## src/rtl/demux_pkg.sv

```systemverilog
// Shared constants and types for the buffered 1-to-4 demultiplexer.
package demux_pkg;

  localparam int unsigned DEFAULT_WIDTH = 3;
  localparam int unsigned NUM_CH        = 4;

  typedef logic [1:0] ch_idx_t;

endpackage

```

## src/rtl/demux_1x4_buffered_channel.sv

```systemverilog
// One output channel: holding register plus a full flag, loaded by the top
// level and released by the consumer's ack.
module demux_channel
  import demux_pkg::*;
#(
  parameter int unsigned WIDTH = DEFAULT_WIDTH
) (
  input  logic             clk,
  input  logic             rst,
  input  logic             load,
  input  logic             ack,
  input  logic [WIDTH-1:0] din,
  output logic [WIDTH-1:0] y,
  output logic             full
);

  // load is only raised while the channel is empty, so load taking priority
  // over ack never loses an outstanding word; ack on an empty channel is a no-op.
  always_ff @(posedge clk or posedge rst) begin
    if (rst) begin
      y    <= '0;
      full <= 1'b0;
    end else if (load) begin
      y    <= din;
      full <= 1'b1;
    end else if (ack) begin
      full <= 1'b0;
    end
  end

endmodule

```

## src/rtl/demux_1x4_buffered.sv

```systemverilog
// Buffered 1-to-4 demultiplexer: routes din to an explicit or round-robin
// target channel, flagging words dropped on a full target with overrun.
module demux_1x4_buffered
  import demux_pkg::*;
#(
  parameter int unsigned WIDTH = DEFAULT_WIDTH
) (
  input  logic              clk,
  input  logic              rst,
  input  logic [WIDTH-1:0]  din,
  input  logic              din_valid,
  output logic              din_ready,
  input  logic              auto_mode,
  input  logic              s1,
  input  logic              s0,
  output logic [WIDTH-1:0]  y0,
  output logic [WIDTH-1:0]  y1,
  output logic [WIDTH-1:0]  y2,
  output logic [WIDTH-1:0]  y3,
  output logic [NUM_CH-1:0] full,
  input  logic [NUM_CH-1:0] ack,
  output logic              overrun,
  output logic [1:0]        ptr
);

  ch_idx_t             target;
  ch_idx_t             ptr_q;
  logic                accept;
  logic                overrun_q;
  logic [NUM_CH-1:0]   load;
  logic [NUM_CH-1:0]   full_q;
  logic [WIDTH-1:0]    y_q [NUM_CH];

  always_comb begin
    target    = auto_mode ? ptr_q : ch_idx_t'({s1, s0});
    din_ready = ~full_q[target];
    accept    = din_valid & din_ready;
    load      = '0;
    if (accept) load[target] = 1'b1;
  end

  always_ff @(posedge clk or posedge rst) begin
    if (rst) begin
      ptr_q     <= '0;
      overrun_q <= 1'b0;
    end else begin
      overrun_q <= din_valid & ~din_ready;
      if (accept && auto_mode) ptr_q <= ptr_q + 2'd1;
    end
  end

  for (genvar i = 0; i < NUM_CH; i++) begin : g_ch
    demux_channel #(.WIDTH(WIDTH)) u_ch (
      .clk  (clk),
      .rst  (rst),
      .load (load[i]),
      .ack  (ack[i]),
      .din  (din),
      .y    (y_q[i]),
      .full (full_q[i])
    );
  end

  assign y0      = y_q[0];
  assign y1      = y_q[1];
  assign y2      = y_q[2];
  assign y3      = y_q[3];
  assign full    = full_q;
  assign ptr     = ptr_q;
  assign overrun = overrun_q;

endmodule

```

## config.mk

```make
export PLATFORM = sky130hd
export DESIGN_NAME = demux_1x4_buffered
export DESIGN_NICKNAME = d
export VERILOG_FILES = /design/src/rtl/demux_pkg.sv /design/src/rtl/demux_1x4_buffered_channel.sv /design/src/rtl/demux_1x4_buffered.sv
export SDC_FILE = /design/constraint.sdc
export NUM_CORES = 1
export LEC_CHECK = 0
export BUFFER_PORTS_ARGS = -buffer_cell sky130_fd_sc_hd__buf_4
export CORE_MARGIN = 4
export CORE_UTILIZATION = 35
export CTS_CLUSTER_DIAMETER = 30
export CTS_CLUSTER_SIZE = 30
export DETAILED_ROUTE_END_ITERATION = 6
export GPL_ROUTABILITY_DRIVEN = 0
export GPL_TIMING_DRIVEN = 1
export PLACE_DENSITY = 0.61
export SLEW_MARGIN = 10
export SYNTH_ARGS = -nofsm -noshare
export SYNTH_HDL_FRONTEND = slang
export SYNTH_SLANG_ARGS = --single-unit
```

## constraint.sdc

```tcl
create_clock -name clk -period 1.6 [get_ports clk]
set_input_delay 0.08 -clock clk [delete_from_list [all_inputs] [get_ports clk]]
set_output_delay 0.08 -clock clk [all_outputs]
set_load 0.05 [all_outputs]
```

-- Word-level counts from Yosys, hierarchy flattened
Index checks and enable logic that the tools add are counted.
- logic and storage cells: 36
- register bits: 19
- input port bits: 13
- muxes and demuxes: 14
- magnitude comparators: 2
- add/sub/neg operators: 1
- reduce and logical (&&, ||, !) cells: 6
- bitwise logic cells: 3
- operators by type and width (operator ; number):
    $mux W1 ; 10
    $reduce_bool A2 Y1 ; 4
    $mux W4 ; 1
    $lt A2 B3 Y1 const B ; 1
    $add A2 B1 Y2 const B ; 1
    $and A1 B1 Y1 ; 2
    $bmux W1 S2 ; 1
    $demux W1 S2 ; 1
    $ge A2 B1 Y1 const B ; 1
    $logic_and A1 B1 Y1 ; 2
    $mux W2 ; 1
    $not A1 Y1 ; 1

-- Longest topological paths before layout
Gate-level depths: netlist (run 1).
- depth in word-level cells: 7
- mapped depth: 6
- mapped depth without buffers: 5

-- Modules after synthesis
From an unflattened synthesis (run 1), not the netlist that was laid out.
- cells, all modules: 62
- area total of the unflattened synthesis: 810.8 um^2
- modules (own cells, without submodules) (module ; instances ; sequential area each (um^2) ; cells an instance ; area each (um^2)):
    demux_channel ; 4 ; 100.1 ; 10 ; 150.1
    demux_1x4_buffered ; 1 ; 75.1 ; 22 ; 210.2

-- Least setup slack after synthesis (run 1)
OpenSTA, ideal clock, no wires.
- path kind: reg2reg
- start point: register ptr_q[0] (netlist: ptr[0])
- end point: register g_ch[1].u_ch.y[0]
- setup time: 0.125 ns
- period minus slack after synthesis: 2.164 ns
- slack: -0.564 ns
- data required time: 1.475 ns
- path buffers: 0
- cell stages (with the launch flop): 6
- arrival: 2.039 ns
- path through: dfrtp_1 and3b_1 o21bai_2 nand4b_4 and3_4 mux2_4
- longest elaborated chain between the ends: 6
- elaborated cells on any way between the ends: 11
- those cells by class: order compare: 2; mux: 6; bitwise: 2; reduce/logical: 1
- ends and longest elaborated chain (what ; RTL line ; source):
    from (decl) ; demux_1x4_buffered.sv:27 ; ch_idx_t ptr_q;
    from (signal assigned) ; demux_1x4_buffered.sv:48 ; if (accept && auto_mode) ptr_q <= ptr_q + 2'd1;
    $mux W2 ; demux_1x4_buffered.sv:35 ; target = auto_mode ? ptr_q : ch_idx_t'({s1, s0});
    $bmux W1 S2 ; demux_1x4_buffered.sv:36 ; din_ready = ~full_q[target];
    $mux W1 (not written as such) ; demux_1x4_buffered.sv:36 ;
    $not A1 Y1 ; demux_1x4_buffered.sv:36 ;
    named net din_ready ; demux_1x4_buffered.sv:12 ; output logic din_ready,
    $and A1 B1 Y1 ; demux_1x4_buffered.sv:37 ; accept = din_valid & din_ready;
    $mux W4 ; demux_1x4_buffered.sv:39 ; if (accept) load[target] = 1'b1;
    to (signal assigned) ; demux_1x4_buffered_channel.sv:24 ; y <= din;
    to (decl) ; demux_1x4_buffered_channel.sv:13 ; output logic [WIDTH-1:0] y,
The timed path passes the listed nets, and every way through them passes these cells. The select of a mux whose other input is x is not followed.
A chain may end at the register's enable or synchronous reset.

-- Final worst setup path (run 1)
- start point: register ptr_q[0] (netlist: ptr[0])
- end point: output port din_ready
- longest elaborated chain between the ends: 4
- ends and longest elaborated chain (what ; RTL line):
    $mux W2 ; demux_1x4_buffered.sv:35
    $bmux W1 S2 ; demux_1x4_buffered.sv:36
    $mux W1 (not written as such) ; demux_1x4_buffered.sv:36
    $not A1 Y1 ; demux_1x4_buffered.sv:36
    to (decl) ; demux_1x4_buffered.sv:12
Every way passes these cells. The select of a mux whose other input is x is not followed.

==> impl_metrics.tcl, run 1 <==
set metrics [dict create \
    status "finished, violations left" \
    violations "setup timing" \
    timing.critical_path.mode_cell "buf_6" \
    ys_async_sr_fraction 1.00 \
    power-per-cell-area_nw_per_um2 2250 \
    numCtsBuffers 3 \
    yosys.area.top_type "dfrtp_1" \
    cp_max_fo 6 \
    clockBufferDepth 2 \
    cts_root_buffer "clkbuf_4" \
    worstSetupStartpointType "register" \
    antenna_left 0 \
    yosysMostFrequentCell "dfrtp_1" \
    cp_num_buf_inv 2 \
    drv_slew 0 \
    grt_start_max_net_pins 13 \
    cp-end-kind "primary output" \
    path_cells "and3b_1 > o21bai_2 > nand4b_4 > buf_6 > buf_6" \
    fin_skew_ns 0.00613 \
    arrival_ns 1.58 \
    yosys-top-cells-count "dfrtp_1, mux2_2, inv_1, buf_4" \
    reg2reg_from "ptr[0]" \
    syn_to_final_growth_pct 46.7 \
    ys_top_cells_by_area "dfrtp_1, mux2_2, mux2_4" \
    diodes 0 \
    met3_usage 0.0324 \
    max_slew_margin 0.774 \
    worstRegToRegCells 4 \
    synth_top_area_frac 0.509 \
    max_cap_violations 0 \
    tightestPinTransition_ns 0.336 \
    synth_seq_cells 19 \
    cp_slowest_cell "dfrtp_2" \
    hold_viol 0 \
    dp_cells 141 \
    cp.required_ns 1.52 \
    clock_sinks 19 \
    num_vias 724 \
    period_needed_ns 1.66 \
    fin_cells 151 \
    die_y_um 59.7 \
    rrSetupSlack_ns -0.05 \
    grt_pass1_vias 771 \
    htree_num_levels 1 \
    core.rowCount 18 \
    ys.warnings.count 0 \
    rsz0062_at_grt "true" \
    seq_area_frac_synth 0.509 \
    synth_area_per_cell_um2 12.6 \
    grt.overflow.total 0 \
    drive_above_1_share 0.612 \
    fin_ws_ns -0.0553 \
    antenna_found_initial 0 \
    endpoint "din_ready" \
    place_ws_ns -0.0267 \
    final_core_util 0.544 \
    setup_viol 10 \
    final_area_um2 1370 \
    via_per_inst 4.79 \
    use_met2 0.218 \
    placed_area_um2 1250 \
    crit_cells 5 \
    drt_iter0_markers 21 \
    grt_pass1_wl_um 3510 \
    synthCells 74 \
    peakVddDrop_mv 1.25 \
    syn-cell-area_um2 935 \
    path_delay_family "flip-flops" \
    drc 0 \
    cts_tree "built" \
    dpl.hpwl_um 1570 \
    ys_types 28 \
    drt-pass1-iter-count 4 \
    timing.rr.end "g_ch[0].u_ch.y[0]" \
    wire_per_inst_um 13.8 \
    start_util 0.371 \
    cpPeakStageDelay_ns 0.43 \
    clkLatencyLatePin_ns 0.29 \
    syn-num-nets 87 \
    dieArea_um2 3560 \
    clk_pin_slew_worst_paths_ns 0.10 \
    fin_setup_tns_ns -0.269 \
    synth_edf_count 0 \
    pin_count 33 \
    power.leakage_nw 0.661 \
    critical_path_class "reg2out" \
    cp-startpoint "ptr[0]" \
    yosys_most_used_dff "dfrtp_1" \
    timing.final.crit_share 1.03 \
    grt_busiest_layer "met2" \
    layout.nets 135 \
    drt-total-wl_um 2080 \
    min_path_type "in2reg" \
    track_usage 0.133 \
    die_w_um 59.7 \
    clock.fmax_mhz 604 \
    grt_use_met1 0.167 \
    port_buffers 32 \
    core-area_um2 2520 \
]
worst register-to-register path: cells and delay by family (launching register included):
family | cells | cell delay [ns]
flops | 1 | 0.46
simple gates | 1 | 0.27
mux | 1 | 0.38
compound gates | 2 | 0.45
metrics by stage:
step	hold WS, ns	total power, mW
3_3_place_gp	0.0753	2.75
4_1_cts	0.0274	3.10
2_1_floorplan	0.0310	2.15
3_5_place_dp	0.0770	2.76
5_1_grt	0.0340	3.26
6_report	0.0390	3.09
layout make-up:
class                   count  area (um^2)
clock buffers               4         26.3
inverters                   7         26.3
well taps                  30         37.5
multi-input cells          43          428
flip-flops and latches     19          478
repair buffers             48          375
fillers                   225         1150
flip-flops by register name, summed over array words and instances, names as in the netlist:
name	cells
g_ch.u_ch.y	12
ptr	2
g_ch.u_ch.full	4
overrun	1
how the worst min path moves through the flow:
| stage | from | to | cells past startpoint |
|---|---|---|---|
| global route | din[1] | g_ch[3].u_ch.y[1] | 2 |
| floorplan | rst | g_ch[0].u_ch.full | 1 |
| detailed placement | rst | g_ch[1].u_ch.y[0] | 2 |
| finish | din[1] | g_ch[1].u_ch.y[1] | 2 |
| CTS | din[1] | g_ch[1].u_ch.y[1] | 2 |
| global placement | rst | g_ch[1].u_ch.y[0] | 2 |
metal layers:
layer | part of all wire | routed length [um]
met4 | 0.0058 | 12
met1 | 0.42 | 870
met5 | 0 | 0
met2 | 0.51 | 1050
met3 | 0.069 | 143
logic make-up after synthesis:
| group | Yosys count | share of synthesized area |
|---|---|---|
| flip-flops | 19 | 0.509 |
| AO/OA/AOI/OAI | 15 | 0.123 |
| AND/OR/NAND/NOR | 14 | 0.118 |
| multiplexers | 12 | 0.157 |
| buffers and inverters | 12 | 0.0750 |
| XOR/XNOR | 2 | 0.0187 |
what timing repair did:
item,CTS,global route
resized for setup,4,3
buffers inserted,2,1
setup endpoints to repair,14,15
pin swaps,1,1
endpoints found under the hold margin,10,0
hold buffers,3,0
where the power goes:
group	switching, mW	internal (mW)	leakage [nW]
clock	0.140	0.0969	0.0150
sequential	0.147	0.702	0.231
combinational	1.22	0.776	0.416
total	1.51	1.58	0.661
cells in the final DEF (no fill, tap or decap), types with 2 or more instances in the layout:
cell type,instances
a21o_1,2
a21oi_2,2
buf_4,43
buf_6,2
clkbuf_4,3
dfrtp_1,17
dfrtp_2,2
dlygate4sd3_1,3
inv_1,7
mux2_2,9
mux2_4,3
nor2_1,2
o21ai_0,3
o21bai_2,2
(Power assumes the default switching activity.)
==> run 2: changes to the inputs <==
==> constraint.sdc (replaced) <==
create_clock -name clk -period 1.6 [get_ports clk]
set_input_delay 0.32 -clock clk [delete_from_list [all_inputs] [get_ports clk]]
set_output_delay 0.32 -clock clk [all_outputs]
set_load 0.05 [all_outputs]
==> run 2 against run 1 <==
Worst hold slack worse by 0.027 ns; first-iteration DRC count down 81%; combinational power up 13%; clock skew is 0.0014 ns lower; final cell count up 4.0%; critical path type unchanged; largest power group unchanged; global-route usage rose by 1.6 points; register-to-register slack got worse by 0.16 ns; critical path depth shrank 1; sequential power is 2% higher; count of clock-buffer cells in the layout down 1; the flow still finishes with violations (setup timing).
==> impl_metrics.tcl, run 2 (synthesis gave the netlist of run 1 again) <==
set metrics [dict create \
    tightestPinTransition_ns 0.502 \
    setup_viol 15 \
    core-area_um2 2520 \
    status "finished, violations left" \
    cts_tree "built" \
    cp_max_fo 6 \
    final_area_um2 1490 \
    final_cell_mix "buf_4, dfrtp_1, inv_1, mux2_4" \
    max_slew_margin 0.665 \
    dieArea_um2 3560 \
    regMostFlops "g_ch.u_ch.y" \
    antenna_left 0 \
    dpl.hpwl_um 1630 \
    peakVddDrop_mv 1.47 \
    cp-end-kind "primary output" \
    min_path_type "in2async" \
    timing.hold.ws_ns 0.0118 \
    violations "setup timing" \
    clock_sinks 19 \
    diodes 0 \
    wire_per_inst_um 15.7 \
    syn_to_final_growth_pct 59.0 \
    dp_cells 140 \
    max_cap_violations 0 \
    die_w_um 59.7 \
    clkLatencyLatePin_ns 0.30 \
    period_needed_ns 1.82 \
    num_vias 781 \
    final_core_util 0.589 \
    fin_cells 157 \
    placed_area_um2 1250 \
    totalPowerFinal_mw 3.38 \
    power-per-cell-area_nw_per_um2 2270 \
    cp.required_ns 1.28 \
    grt_pass1_vias 832 \
    die_y_um 59.7 \
    n_fill_cell 222 \
    drive_above_1_share 0.685 \
    drt_iter0_markers 4 \
    mostFrequentLayoutCell "buf_4" \
    power.leakage_nw 0.727 \
    pin_count 33 \
    fin_setup_tns_ns -1.95 \
    fin_skew_ns 0.00475 \
    hold_viol 0 \
    port_buffers 32 \
    worstSetupStartpointType "register" \
    grt_pass1_wl_um 3920 \
    largest_reg_flops 12 \
    arrival_ns 1.50 \
    clk_pin_slew_worst_paths_ns 0.11 \
    via_per_inst 4.97 \
    multiInputGateArea_um2 485 \
    grt.overflow.total 0 \
    antenna_found_initial 0 \
    numCtsBuffers 3 \
    layout.nets 141 \
    drt-total-wl_um 2470 \
    clockBufferDepth 2 \
    fin_ws_ns -0.217 \
    clock.fmax_mhz 550 \
    timing.final.crit_share 1.14 \
    cts_root_buffer "clkbuf_4" \
    place_ws_ns -0.190 \
    core.rowCount 18 \
    rsz0062_at_grt "true" \
    track_usage 0.149 \
    start_util 0.371 \
    drt-pass1-iter-count 2 \
    drv_slew 0 \
    critical_path_class "reg2out" \
    grt_start_max_net_pins 13 \
    cts_hold_buf 0 \
    seqCellArea_um2 478 \
    drc 0 \
    htree_num_levels 1 \
]
==> run 2: cell types whose count changed in the layout (fill, tap and decap cells not counted), sizes merged <==
| cell | change |
|---|---|
| buf | +9 |
| dlygate4sd3 | -3 |
| clkbuf | -1 |
| clkinv | +1 |
==> run 2: worst paths after layout <==
check | from | to | slack (ns) | cells after the start
max | ptr[1] | din_ready | -0.22 | 4
max reg2reg | ptr[1] | g_ch[3].u_ch.y[1] | -0.21 | 7
min in group clk | ack[1] | g_ch[1].u_ch.full | 0.18 | 2
min | rst | g_ch[1].u_ch.y[1] | 0.01 | 2
max in group asynchronous | rst | ptr[1] | 1.13 | 3
min reg2reg | g_ch[2].u_ch.y[2] | g_ch[2].u_ch.y[2] | 0.52 | 1
==> run 2: final cells by class <==
class / instances / area share
Clock buffer: 3 / 0.0152
Multi-Input combinational cell: 43 / 0.327
Clock inverter: 1 / 0.00337
Tap cell: 30 / 0.0253
Inverter: 7 / 0.0177
Timing Repair Buffer: 54 / 0.290
Sequential cell: 19 / 0.322
==> run 2: where the power goes <==
part / switching (mW) / internal, mW / leakage (nW) / total (mW)
registers: 0.167 / 0.702 / 0.231 / 0.869
clock network: 0.148 / 0.0931 / 0.0177 / 0.241
logic: 1.32 / 0.954 / 0.478 / 2.27
total: 1.63 / 1.75 / 0.727 / 3.38
==> run 2: worst max-delay path, stage by stage (launching register included) <==
cell and delay (ns):
dfrtp_2 0.46, and3b_2 0.25, o21bai_4 0.15, nand4b_4 0.16
buf_8 0.19
==> run 2: repair_timing <==
action / CTS / global route
setup buffers: 8 / 6
resized for setup: 16 / 8
setup endpoints to repair: 13 / 17
pin swaps: 5 / 5
==> run 2: routing by layer <==
metal  track usage  up-vias  part of all wire
met3        0.0281        7             0.047
li1              -      366                 -
met5             0        -                 0
met4        0.0665        0             0.019
met2         0.241       27              0.51
met1         0.194      381              0.43
==> run 3: changes to the inputs <==
--- a/config.mk
+++ b/config.mk
@@ -6,6 +6,7 @@
 export NUM_CORES = 1
 export LEC_CHECK = 0
 export BUFFER_PORTS_ARGS = -buffer_cell sky130_fd_sc_hd__buf_4
+export CORE_ASPECT_RATIO = 0.8
 export CORE_MARGIN = 4
 export CORE_UTILIZATION = 35
 export CTS_CLUSTER_DIAMETER = 30
==> run 3 against run 2 <==
The flow still finishes with violations (setup timing); first-iteration DRC count rose to 8.5 times the previous value; global-route usage down 1.6 points; sequential power down 0.6%; maximum frequency up 1.0%; critical path depth unchanged; non-clock buffer count down 6; sequential cell count unchanged.
==> impl_metrics.tcl, run 3 (synthesis gave the netlist of run 1 again) <==
set metrics [dict create \
    grt_pass1_wl_um 3560 \
    antenna_found_initial 0 \
    mostFrequentLayoutCell "buf_4" \
    critical_path_class "reg2out" \
    worstRegToRegCells 7 \
    p_seq_frac 0.270 \
    via_per_inst 4.68 \
    max_slew_margin 0.568 \
    core-area_um2 2500 \
    path_delay_family "flip-flops" \
    period_needed_ns 1.80 \
    worstSetupStartpointType "register" \
    final_core_util 0.559 \
    seqCellArea_um2 478 \
    fin_skew_ns 0.00562 \
    peakVddDrop_mv 1.20 \
    crit_cells 4 \
    status "finished, violations left" \
    drt-pass1-iter-count 4 \
    diodes 0 \
    clkLatencyLatePin_ns 0.30 \
    clock.fmax_mhz 556 \
    final_area_um2 1400 \
    port_buffers 32 \
    start_util 0.373 \
    drive_above_1_share 0.653 \
    dp_cells 147 \
    largest_reg_flops 12 \
    numCtsBuffers 3 \
    grt.overflow.total 0 \
    dieArea_um2 3570 \
    clockBufferDepth 2 \
    power.leakage_nw 0.683 \
    antenna_left 0 \
    arrival_ns 1.48 \
    min_path_type "in2async" \
    core.rowCount 16 \
    final_cell_mix "buf_4, dfrtp_1, inv_1, mux2_4, mux2_2" \
    path_cells "and3b_2 > o21bai_4 > nand4b_4 > buf_8" \
    pin_count 33 \
    die_w_um 65.8 \
    clk_pin_slew_worst_paths_ns 0.11 \
    cp_num_buf_inv 1 \
    num_vias 734 \
    p_sw_mw 1.56 \
    tightestPinTransition_ns 0.648 \
    fin_cells 157 \
    fin_ws_ns -0.199 \
    violations "setup timing" \
    cts_root_buffer "clkbuf_4" \
    drt-total-wl_um 2230 \
    drt_iter0_markers 34 \
    layout.nets 135 \
    p_int_mw 1.64 \
    timing.final.crit_share 1.12 \
    fin_setup_tns_ns -1.71 \
    cp_slowest_cell "dfrtp_2" \
    power-per-cell-area_nw_per_um2 2290 \
    grt_pass1_vias 771 \
    sw_frac_of_total 0.487 \
    rrSetupSlack_ns -0.19 \
    wire_per_inst_um 14.2 \
    max_cap_violations 0 \
    cpPeakStageDelay_ns 0.45 \
    htree_num_levels 1 \
    regMostFlops "g_ch.u_ch.y" \
    placed_area_um2 1260 \
    track_usage 0.134 \
    p_clk_frac 0.077 \
    die_y_um 54.2 \
    power_frac_comb 0.653 \
    rsz0062_at_grt "true" \
    drc 0 \
    cp-end-kind "primary output" \
    dpl.hpwl_um 1620 \
    grt_start_max_net_pins 18 \
    cp.required_ns 1.28 \
    cp_max_fo 5 \
    hold_viol 0 \
    syn_to_final_growth_pct 49.5 \
    multiInputGateArea_um2 447 \
    cts_tree "built" \
    clock_sinks 19 \
    n_fill_cell 232 \
    totalPowerFinal_mw 3.20 \
    setup_viol 15 \
    drv_slew 0 \
]
==> run 3: cell types whose count changed in the layout (fill, tap and decap cells not counted), sizes merged <==
cell | previous run | this run
clkbuf | 3 | 4
buf | 54 | 48
clkinv | 1 | 0
==> run 3: routing by layer <==
layer | global-route usage | vias up | wire length (um)
met1 | 0.175 | 358 | 1050
met5 | 0 | - | 0
met4 | 0.0103 | 0 | 0
met2 | 0.218 | 23 | 1030
met3 | 0.0534 | 0 | 153
li1 | - | 353 | -
==> run 3: worst register-to-register path, delay by kind of cell (launching register included) <==
kind                   cells  cell delay [ns]
flip-flops                 1             0.46
buffers and inverters      3             0.42
multiplexers               1             0.30
AO/OA/AOI/OAI              2             0.21
AND/OR/NAND/NOR            1             0.28
==> run 3: power by group through the flow <==
| stage | sequential, mW | combinational [mW] | clock, mW |
|---|---|---|---|
| after CTS | 0.864 | 1.96 | 0.254 |
| after global routing | 0.899 | 2.18 | 0.280 |
| after floorplan | 1.52 | 0.636 | 0 |
| after detailed placement | 0.861 | 1.88 | 0 |
| final | 0.864 | 2.09 | 0.246 |
| after global placement | 0.857 | 1.86 | 0 |
==> run 3: stage by stage <==
step	hold slack (ns)	setup slack (ns)
after floorplan	0.271	-0.330
after global placement	0.450	-0.168
after detailed placement	0.463	-0.177
after CTS	0.125	-0.216
after global routing	0.144	-0.260
final	0.100	-0.199
==> run 3: area by class of cell <==
cell class | instances | area share
multi-input combinational | 43 | 0.320
sequential | 19 | 0.342
inverter | 7 | 0.0188
clock buffer | 4 | 0.0188
tap | 36 | 0.0322
timing repair buffer | 48 | 0.269
==> run 3: repair_timing <==
item | in CTS | in global routing
gates resized for setup | 7 | 8
pin swaps | 5 | 1
endpoints found under the setup margin | 14 | 15
hold buffers | 0 | 0
endpoints found under the hold margin | 0 | 0
setup buffers | 2 | 4
==> run 3: final timing paths <==
| kind | start | to |
|---|---|---|
| worst min register to register | g_ch[1].u_ch.y[2] | g_ch[1].u_ch.y[2] |
| worst max register to register | ptr[0] | g_ch[0].u_ch.y[0] |
| max in group asynchronous | rst | g_ch[1].u_ch.y[2] |
| worst min-delay path | rst | g_ch[2].u_ch.y[0] |
| min in group clk | ack[1] | g_ch[1].u_ch.full |
| worst max-delay path | ptr[1] | din_ready |
